==> src/rtl/qam_pkg.sv <==
// Shared definitions for the 16QAM receive path.
//   - default sample width and calibration length
//   - offset-calibration FSM state enum
//   - saturation limit helpers, common to the offset stage and the demapper thresholds
package qam_pkg;

    localparam int unsigned QAM_WIDTH    = 8;
    localparam int unsigned QAM_CAL_LOG2 = 4;

    typedef enum logic [1:0] {
        IDLE = 2'd0,
        CAL  = 2'd1,
        RUN  = 2'd2
    } cal_state_e;

    // Largest / smallest representable value of a signed w-bit sample.
    function automatic int sat_max(input int unsigned w);
        return (1 << (w - 1)) - 1;
    endfunction

    function automatic int sat_min(input int unsigned w);
        return -(1 << (w - 1));
    endfunction

endpackage

==> src/rtl/qam_offset_lane.sv <==
// One I or Q lane of the DC-offset calibration stage.
// Holds the calibration accumulator, the latched offset and the
// subtract/reduce datapath that produces the registered corrected sample.
// Optional feature macro: QAM_OFFSET_SAT_EN (saturate instead of wrap).
// Ports:
//   symbol_clock, rst  clock and synchronous active-high reset
//   acc_clear          zero the accumulator (calibration entry)
//   acc_en             add sample into the accumulator
//   offset_latch       latch (accumulator + sample) >>> CAL_LOG2 as the new offset
//   run                register the corrected sample
//   sample             raw signed input sample
//   corrected          registered offset-corrected sample
//   offset             latched signed offset
module qam_offset_lane
    import qam_pkg::*;
#(
    parameter int unsigned WIDTH    = QAM_WIDTH,
    parameter int unsigned CAL_LOG2 = QAM_CAL_LOG2
) (
    input  logic                    symbol_clock,
    input  logic                    rst,
    input  logic                    acc_clear,
    input  logic                    acc_en,
    input  logic                    offset_latch,
    input  logic                    run,
    input  logic signed [WIDTH-1:0] sample,
    output logic signed [WIDTH-1:0] corrected,
    output logic signed [WIDTH-1:0] offset
);

    localparam int unsigned AW = WIDTH + CAL_LOG2;

    logic [AW-1:0]    acc_q;
    logic [AW-1:0]    acc_sum;
    logic [WIDTH-1:0] corr_d;

    // Sum including the current sample, so the last accumulating edge can
    // latch the offset directly.
    assign acc_sum = acc_q + {{CAL_LOG2{sample[WIDTH-1]}}, sample};

`ifdef QAM_OFFSET_SAT_EN
    localparam logic [WIDTH-1:0] SAT_HI = WIDTH'(sat_max(WIDTH));
    localparam logic [WIDTH-1:0] SAT_LO = WIDTH'(sat_min(WIDTH));

    logic [WIDTH:0] diff;

    assign diff = {sample[WIDTH-1], sample} - {offset[WIDTH-1], offset};

    // Top two bits disagree only when the difference left the WIDTH-bit range.
    always_comb begin
        corr_d = diff[WIDTH-1:0];
        if (diff[WIDTH] != diff[WIDTH-1]) begin
            corr_d = diff[WIDTH] ? SAT_LO : SAT_HI;
        end
    end
`else
    // Low WIDTH bits of the wide difference equal the narrow difference.
    assign corr_d = sample - offset;
`endif

    always_ff @(posedge symbol_clock) begin
        if (rst) begin
            acc_q     <= '0;
            offset    <= '0;
            corrected <= '0;
        end else begin
            if (acc_clear) begin
                acc_q <= '0;
            end else if (acc_en) begin
                acc_q <= acc_sum;
            end
            // Arithmetic shift right by CAL_LOG2 == dropping the low bits.
            if (offset_latch) begin
                offset <= acc_sum[AW-1:CAL_LOG2];
            end
            if (run) begin
                corrected <= corr_d;
            end
        end
    end

endmodule

==> src/rtl/qam_iq_offset_cal.sv <==
// DC-offset calibration stage ahead of the 16QAM hard-decision demapper.
// A calibration request averages 2^CAL_LOG2 signal-free samples per lane to
// measure the origin offset; in run mode the offset is subtracted from
// every sample. Optional feature macro: QAM_OFFSET_SAT_EN (saturating
// subtract; default build wraps).
// Ports:
//   symbol_clock, rst   clock and synchronous active-high reset
//   en                  run enable (level)
//   cal                 calibration request
//   I_in, Q_in          raw signed samples
//   I_out, Q_out        registered corrected samples
//   out_valid           I_out/Q_out were updated on the previous edge
//   cal_busy            calibration in progress
//   cal_done            one-cycle pulse when new offsets are latched
//   offset_I, offset_Q  latched offsets
module qam_iq_offset_cal
    import qam_pkg::*;
#(
    parameter int unsigned WIDTH    = QAM_WIDTH,
    parameter int unsigned CAL_LOG2 = QAM_CAL_LOG2
) (
    input  logic                    symbol_clock,
    input  logic                    rst,
    input  logic                    en,
    input  logic                    cal,
    input  logic signed [WIDTH-1:0] I_in,
    input  logic signed [WIDTH-1:0] Q_in,
    output logic signed [WIDTH-1:0] I_out,
    output logic signed [WIDTH-1:0] Q_out,
    output logic                    out_valid,
    output logic                    cal_busy,
    output logic                    cal_done,
    output logic signed [WIDTH-1:0] offset_I,
    output logic signed [WIDTH-1:0] offset_Q
);

    localparam int unsigned   CW       = CAL_LOG2 + 1;
    localparam logic [CW-1:0] CNT_LAST = CW'((2 ** CAL_LOG2) - 1);

    cal_state_e    state_q, state_d;
    logic [CW-1:0] cnt_q, cnt_d;
    logic          out_valid_d, cal_busy_d, cal_done_d;
    logic          acc_clear, acc_en, offset_latch, run;

    always_comb begin
        state_d      = state_q;
        cnt_d        = cnt_q;
        out_valid_d  = 1'b0;
        cal_busy_d   = cal_busy;
        cal_done_d   = 1'b0;
        acc_clear    = 1'b0;
        acc_en       = 1'b0;
        offset_latch = 1'b0;
        run          = 1'b0;

        unique case (state_q)
            IDLE: begin
                if (cal) begin
                    state_d    = CAL;
                    acc_clear  = 1'b1;
                    cnt_d      = '0;
                    cal_busy_d = 1'b1;
                end else if (en) begin
                    state_d = RUN;
                end
            end
            CAL: begin
                // cal and en are deliberately ignored until completion.
                acc_en = 1'b1;
                cnt_d  = cnt_q + 1'b1;
                if (cnt_q == CNT_LAST) begin
                    offset_latch = 1'b1;
                    cal_done_d   = 1'b1;
                    cal_busy_d   = 1'b0;
                    cnt_d        = '0;
                    state_d      = en ? RUN : IDLE;
                end
            end
            RUN: begin
                if (cal) begin
                    // Old offsets keep applying until the new ones latch.
                    state_d    = CAL;
                    acc_clear  = 1'b1;
                    cnt_d      = '0;
                    cal_busy_d = 1'b1;
                end else if (en) begin
                    run         = 1'b1;
                    out_valid_d = 1'b1;
                end else begin
                    state_d = IDLE;
                end
            end
            default: state_d = IDLE;
        endcase
    end

    always_ff @(posedge symbol_clock) begin
        if (rst) begin
            state_q   <= IDLE;
            cnt_q     <= '0;
            out_valid <= 1'b0;
            cal_busy  <= 1'b0;
            cal_done  <= 1'b0;
        end else begin
            state_q   <= state_d;
            cnt_q     <= cnt_d;
            out_valid <= out_valid_d;
            cal_busy  <= cal_busy_d;
            cal_done  <= cal_done_d;
        end
    end

    qam_offset_lane #(
        .WIDTH    (WIDTH),
        .CAL_LOG2 (CAL_LOG2)
    ) u_lane_i (
        .symbol_clock (symbol_clock),
        .rst          (rst),
        .acc_clear    (acc_clear),
        .acc_en       (acc_en),
        .offset_latch (offset_latch),
        .run          (run),
        .sample       (I_in),
        .corrected    (I_out),
        .offset       (offset_I)
    );

    qam_offset_lane #(
        .WIDTH    (WIDTH),
        .CAL_LOG2 (CAL_LOG2)
    ) u_lane_q (
        .symbol_clock (symbol_clock),
        .rst          (rst),
        .acc_clear    (acc_clear),
        .acc_en       (acc_en),
        .offset_latch (offset_latch),
        .run          (run),
        .sample       (Q_in),
        .corrected    (Q_out),
        .offset       (offset_Q)
    );

endmodule

==> config.mk <==
export PLATFORM = sky130hd
export DESIGN_NAME = qam_iq_offset_cal
export DESIGN_NICKNAME = d
export VERILOG_FILES = /design/src/rtl/qam_pkg.sv /design/src/rtl/qam_offset_lane.sv /design/src/rtl/qam_iq_offset_cal.sv
export SDC_FILE = /design/constraint.sdc
export NUM_CORES = 1
export LEC_CHECK = 0
export ABC_CLOCK_PERIOD_IN_PS = 3000
export CELL_PAD_IN_SITES_DETAIL_PLACEMENT = 0
export CELL_PAD_IN_SITES_GLOBAL_PLACEMENT = 1
export CORE_AREA = 2 2 106 108
export CTS_BUF_LIST = sky130_fd_sc_hd__clkbuf_16
export CTS_CLUSTER_DIAMETER = 40
export DETAILED_ROUTE_END_ITERATION = 10
export DIE_AREA = 0 0 108 110
export PLACE_DENSITY = 0.8
export SYNTH_ARGS = -nofsm -noshare
export SYNTH_HDL_FRONTEND = slang
export SYNTH_HIERARCHICAL = 1
export SYNTH_SLANG_ARGS = --single-unit
export TNS_END_PERCENT = 100
==> constraint.sdc <==
create_clock -name symbol_clock -period 3 [get_ports symbol_clock]
set_clock_uncertainty 0.05 [all_clocks]
set_input_delay 0.75 -clock symbol_clock [delete_from_list [all_inputs] [get_ports symbol_clock]]
set_output_delay 0.75 -clock symbol_clock [all_outputs]
set_load 0.005 [all_outputs]
==> impl_metrics.csv <==
group,metric,value,unit
run_status,outcome,"complete, no violations",
synthesis,seq_area_frac_synth,30.7,%
floorplan,die_w,108,um
placed_design,hpwl,8.08,mm
floorplan,start_util,40.2,%
finish,fin_nets,626,
synthesis,synth_top_area_cell,"dfxtp_1",
route,drt-total-wl,10.8,mm
worst_hold_path,holdCritStartpoint,"u_lane_i/acc_q[11]",
clock_tree,cts_sinks,66,
floorplan,io_pins,55,
critical_path,crit_slowest_cell,"clkdlybuf4s50_1",
clock_tree,path_clk_slew,0.06,ns
critical_path,cp-start-kind,"primary input",
clock_tree,hold_buffers,0,
critical_path,r2r-start,"u_lane_i/acc_q[0]",
global_route,grt_overflow_total,0,
critical_path,r2r_slack,0.69,ns
placed_design,io_buffer_count,54,
global_route,grt_pass1_vias,3652,
clock_tree,numCtsBuffers,9,
synthesis,synth_area_per_cell,8.90,um2
synthesis,synth_top_cell_area_share,30.7,%
timing,slew_headroom,65.8,%
route,ant_nets,0,
timing,tns,0,ns
timing,fmax,345,MHz
timing,rsz0062_at_grt,"false",
timing,fin_crit,2.90,ns
critical_path,worstSetupPathType,"primary input to flip-flop",
synthesis,synth_area,4300,um2
floorplan,die_y,110,um
global_route,grt_pass1_wl,17.8,mm
critical_path,crit_family,"compound AO/OA/AOI/OAI gates",
pwr,p_total,2.33,mW
synthesis,yosysUniqueCellTypes,61,
timing,hold_viol,0,
synthesis,yosys-top-cells-area,"dfxtp_1, ha_1, mux2i_1",
global_route,grt_max_degree,31,
synthesis,ys_ff_latch,66,
global_route,antenna_found_initial,0,
timing,post-route-period-util,96.5,%
synthesis,synth_edf_count,0,
placed_design,gp_congestion,0.849,
critical_path,crit_arrival,3.02,ns
worst_hold_path,worstHoldPathType,"flip-flop to flip-flop",
global_route,grt_use_total,18.8,%
critical_path,startpoint,"I_in[0]",
route,vias,3857,
critical_path,worstPathCellList,"clkdlybuf4s50_1 > ha_1 > fa_1 > a21o_1 > a21oi_4 > o21ai_2 > o311ai_2 > mux2i_1 > o311ai_0",
pwr,p_per_area,421,nW/um2
pwr,p_leak,2.29,nW
timing,final_max_slew_viol_count,0,
route,drc,0,
floorplan,dieArea,11900,um2
synthesis,netlist_instances,483,
synthesis,synth_fp_nets,544,
critical_path,crit_required,3.12,ns
floorplan,core-area,10700,um2
critical_path,critical_path.max_stage_delay,0.43,ns
clock_tree,htreeDepth,3,
clock_tree,cts-root-buf,"clkbuf_16",
synthesis,synthArstFlopShare,0,%
finish,area_delta_synth_final,28.7,%
run,timing.max_cap.violations,0,
timing,final-setup-viol-count,0,
floorplan,rows,38,
synthesis,yosysWarningCount,6,
critical_path,cp-end-kind,"flip-flop",
clock_tree,cts_buffer_depth,2,
clock_tree,cts_tree,"done",
clock_tree,insertion_delay,0.32,ns
pwr,max-vdd-ir-drop,289,uV
route,wire_per_inst,15.2,um
critical_path,critPathBufInv,1,
synthesis,ys.flop_type,"dfxtp_1",
route,drtIter0Drc,266,
finish,layout-drive-gt1-share,14.0,%
route,post_drt_via_cell_ratio,5.43,
finish,antennaDiodeCount,0,
timing,tightest_slew,0.514,ns
route,first_pass_iters,4,
critical_path,cp_max_fo,3,
[cells in the final DEF, fill, tap and decap left out, types with 3 or more instances in the layout]
master | netlist | layout
or4b_1 | 4 | 4
or3_1 | 5 | 5
ha_1 | 37 | 37
nand2_1 | 26 | 26
o21ai_0 | 11 | 11
inv_1 | 33 | 36
dfxtp_1 | 66 | 66
xnor2_1 | 8 | 8
nand3b_1 | 6 | 6
clkdlybuf4s50_1 | 0 | 53
a21o_1 | 10 | 10
nor3b_1 | 4 | 4
o2111ai_1 | 5 | 5
o311ai_1 | 4 | 4
a211oi_2 | 3 | 3
a211oi_1 | 8 | 8
o311ai_0 | 4 | 4
nor2b_1 | 4 | 4
buf_4 | 0 | 36
xor2_1 | 10 | 10
fa_1 | 4 | 3
nand3_1 | 22 | 22
nand4_1 | 9 | 9
and2_1 | 3 | 3
a211o_1 | 4 | 4
a21oi_2 | 6 | 5
o211ai_1 | 3 | 3
nor2_1 | 49 | 49
o41ai_4 | 2 | 4
clkbuf_16 | 0 | 9
o21a_1 | 4 | 4
mux2i_1 | 28 | 28
a21oi_1 | 18 | 18
o21ai_2 | 2 | 3
nand2b_1 | 7 | 7
nor3_1 | 11 | 10
or2_2 | 4 | 4
[worst paths after layout]
| path | end | depth (start not counted) |
|---|---|---|
| setup / recovery | u_lane_i/offset[6] | 9 |
| hold reg to reg | u_lane_i/acc_q[11] | 2 |
| setup reg to reg | u_lane_i/offset[6] | 8 |
| hold / removal | u_lane_i/acc_q[11] | 2 |
[routing by layer]
metal	GRT usage (%)	routed length (um)	part of all wire (%)
met3	2.65	383	3.5
met2	30.1	5060	47
met5	0	0	0
met1	25.9	5210	48
met4	7.05	143	1.3
[synthesized netlist by cell type, drive strengths merged, types with 3 or more instances]
cell and number:
o211ai 3, xnor2 8, a21oi 24, a211o 4, nor3 11, nor2 49, nor3b 4, a211oi 11
inv 33, fa 4, nor2b 4, nand3b 6, buf 5, mux2i 28, ha 37, or4b 4
nand3 22, nand2b 8, dfxtp 66, xor2 10, o311ai 10, o2111ai 5, and2 3, or3 7
a21o 10, o21a 4, nand2 26, o41ai 4, a21boi 4, clkbuf 15, or2 4, nand4 9
o21ai 15
[logic make-up (layout without fill, tap and decap cells)]
group,Yosys count,after routing,synth area share (%)
AO/OA/AOI/OAI,105,105,19.5
XOR/XNOR,20,20,4.71
adder cells (fa/ha/maj),41,41,12.6
buffers and inverters,53,140,4.86
flip-flops,66,66,30.7
multiplexers,29,29,6.87
AND/OR/NAND/NOR,169,169,20.7
[tightest hold or removal path: cells and delay by family (launching register included)]
family	cells	cell delay (ns)
DFF	1	0.31
muxes	1	0.05
and+or+nand+nor	1	0.05
[registers in the layout, summed over array words and instances (netlist names)]
signal / count
cnt_q: 5
u_lane_i/acc_q: 12
state_q: 2
u_lane_q/acc_q: 12
u_lane_q/corrected: 8
u_lane_q/offset: 8
u_lane_i/offset: 8
cal_done: 1
cal_busy: 1
u_lane_i/corrected: 8
out_valid: 1
[what timing repair did]
item,4_1_cts,5_1_grt
setup endpoints to repair,0,7
endpoints found under the hold margin,0,0
resized for setup,0,5
setup buffers,0,1
[cell type report]
| cell class | count | area [um2] |
|---|---|---|
| sequential | 66 | 1320 |
| fill | 1004 | 5160 |
| clock buffer | 9 | 225 |
| multi-input combinational | 364 | 2810 |
| tap | 140 | 175 |
| inverter | 33 | 124 |
| timing repair buffer | 91 | 826 |
| clock inverter | 7 | 53.8 |
[metrics by stage]
| step | cells | hold WS [ns] | instance area [um2] | setup slack [ns] | utilization, % |
|---|---|---|---|---|---|
| 2_1_floorplan | 483 | 0.385 | 4300 | 0.332 | - |
| 3_3_place_gp | 693 | 0.392 | 5210 | -0.189 | 48.7 |
| 3_5_place_dp | 693 | 0.408 | 5210 | -0.299 | 48.7 |
| 4_1_cts | 709 | 0.415 | 5490 | 0.0135 | 51.3 |
| 5_1_grt | 710 | 0.436 | 5540 | 0.00984 | 51.8 |
| 6_report | 710 | 0.413 | 5540 | 0.104 | 51.8 |
[report_power, final]
part | leakage (nW) | internal (mW) | switching (mW) | total (mW)
Combinational | 1.61 | 0.197 | 0.227 | 0.424
Clock | 0.148 | 0.627 | 0.363 | 0.989
Sequential | 0.534 | 0.901 | 0.0143 | 0.915
No activity file was read; power rests on OpenSTA's default activity.
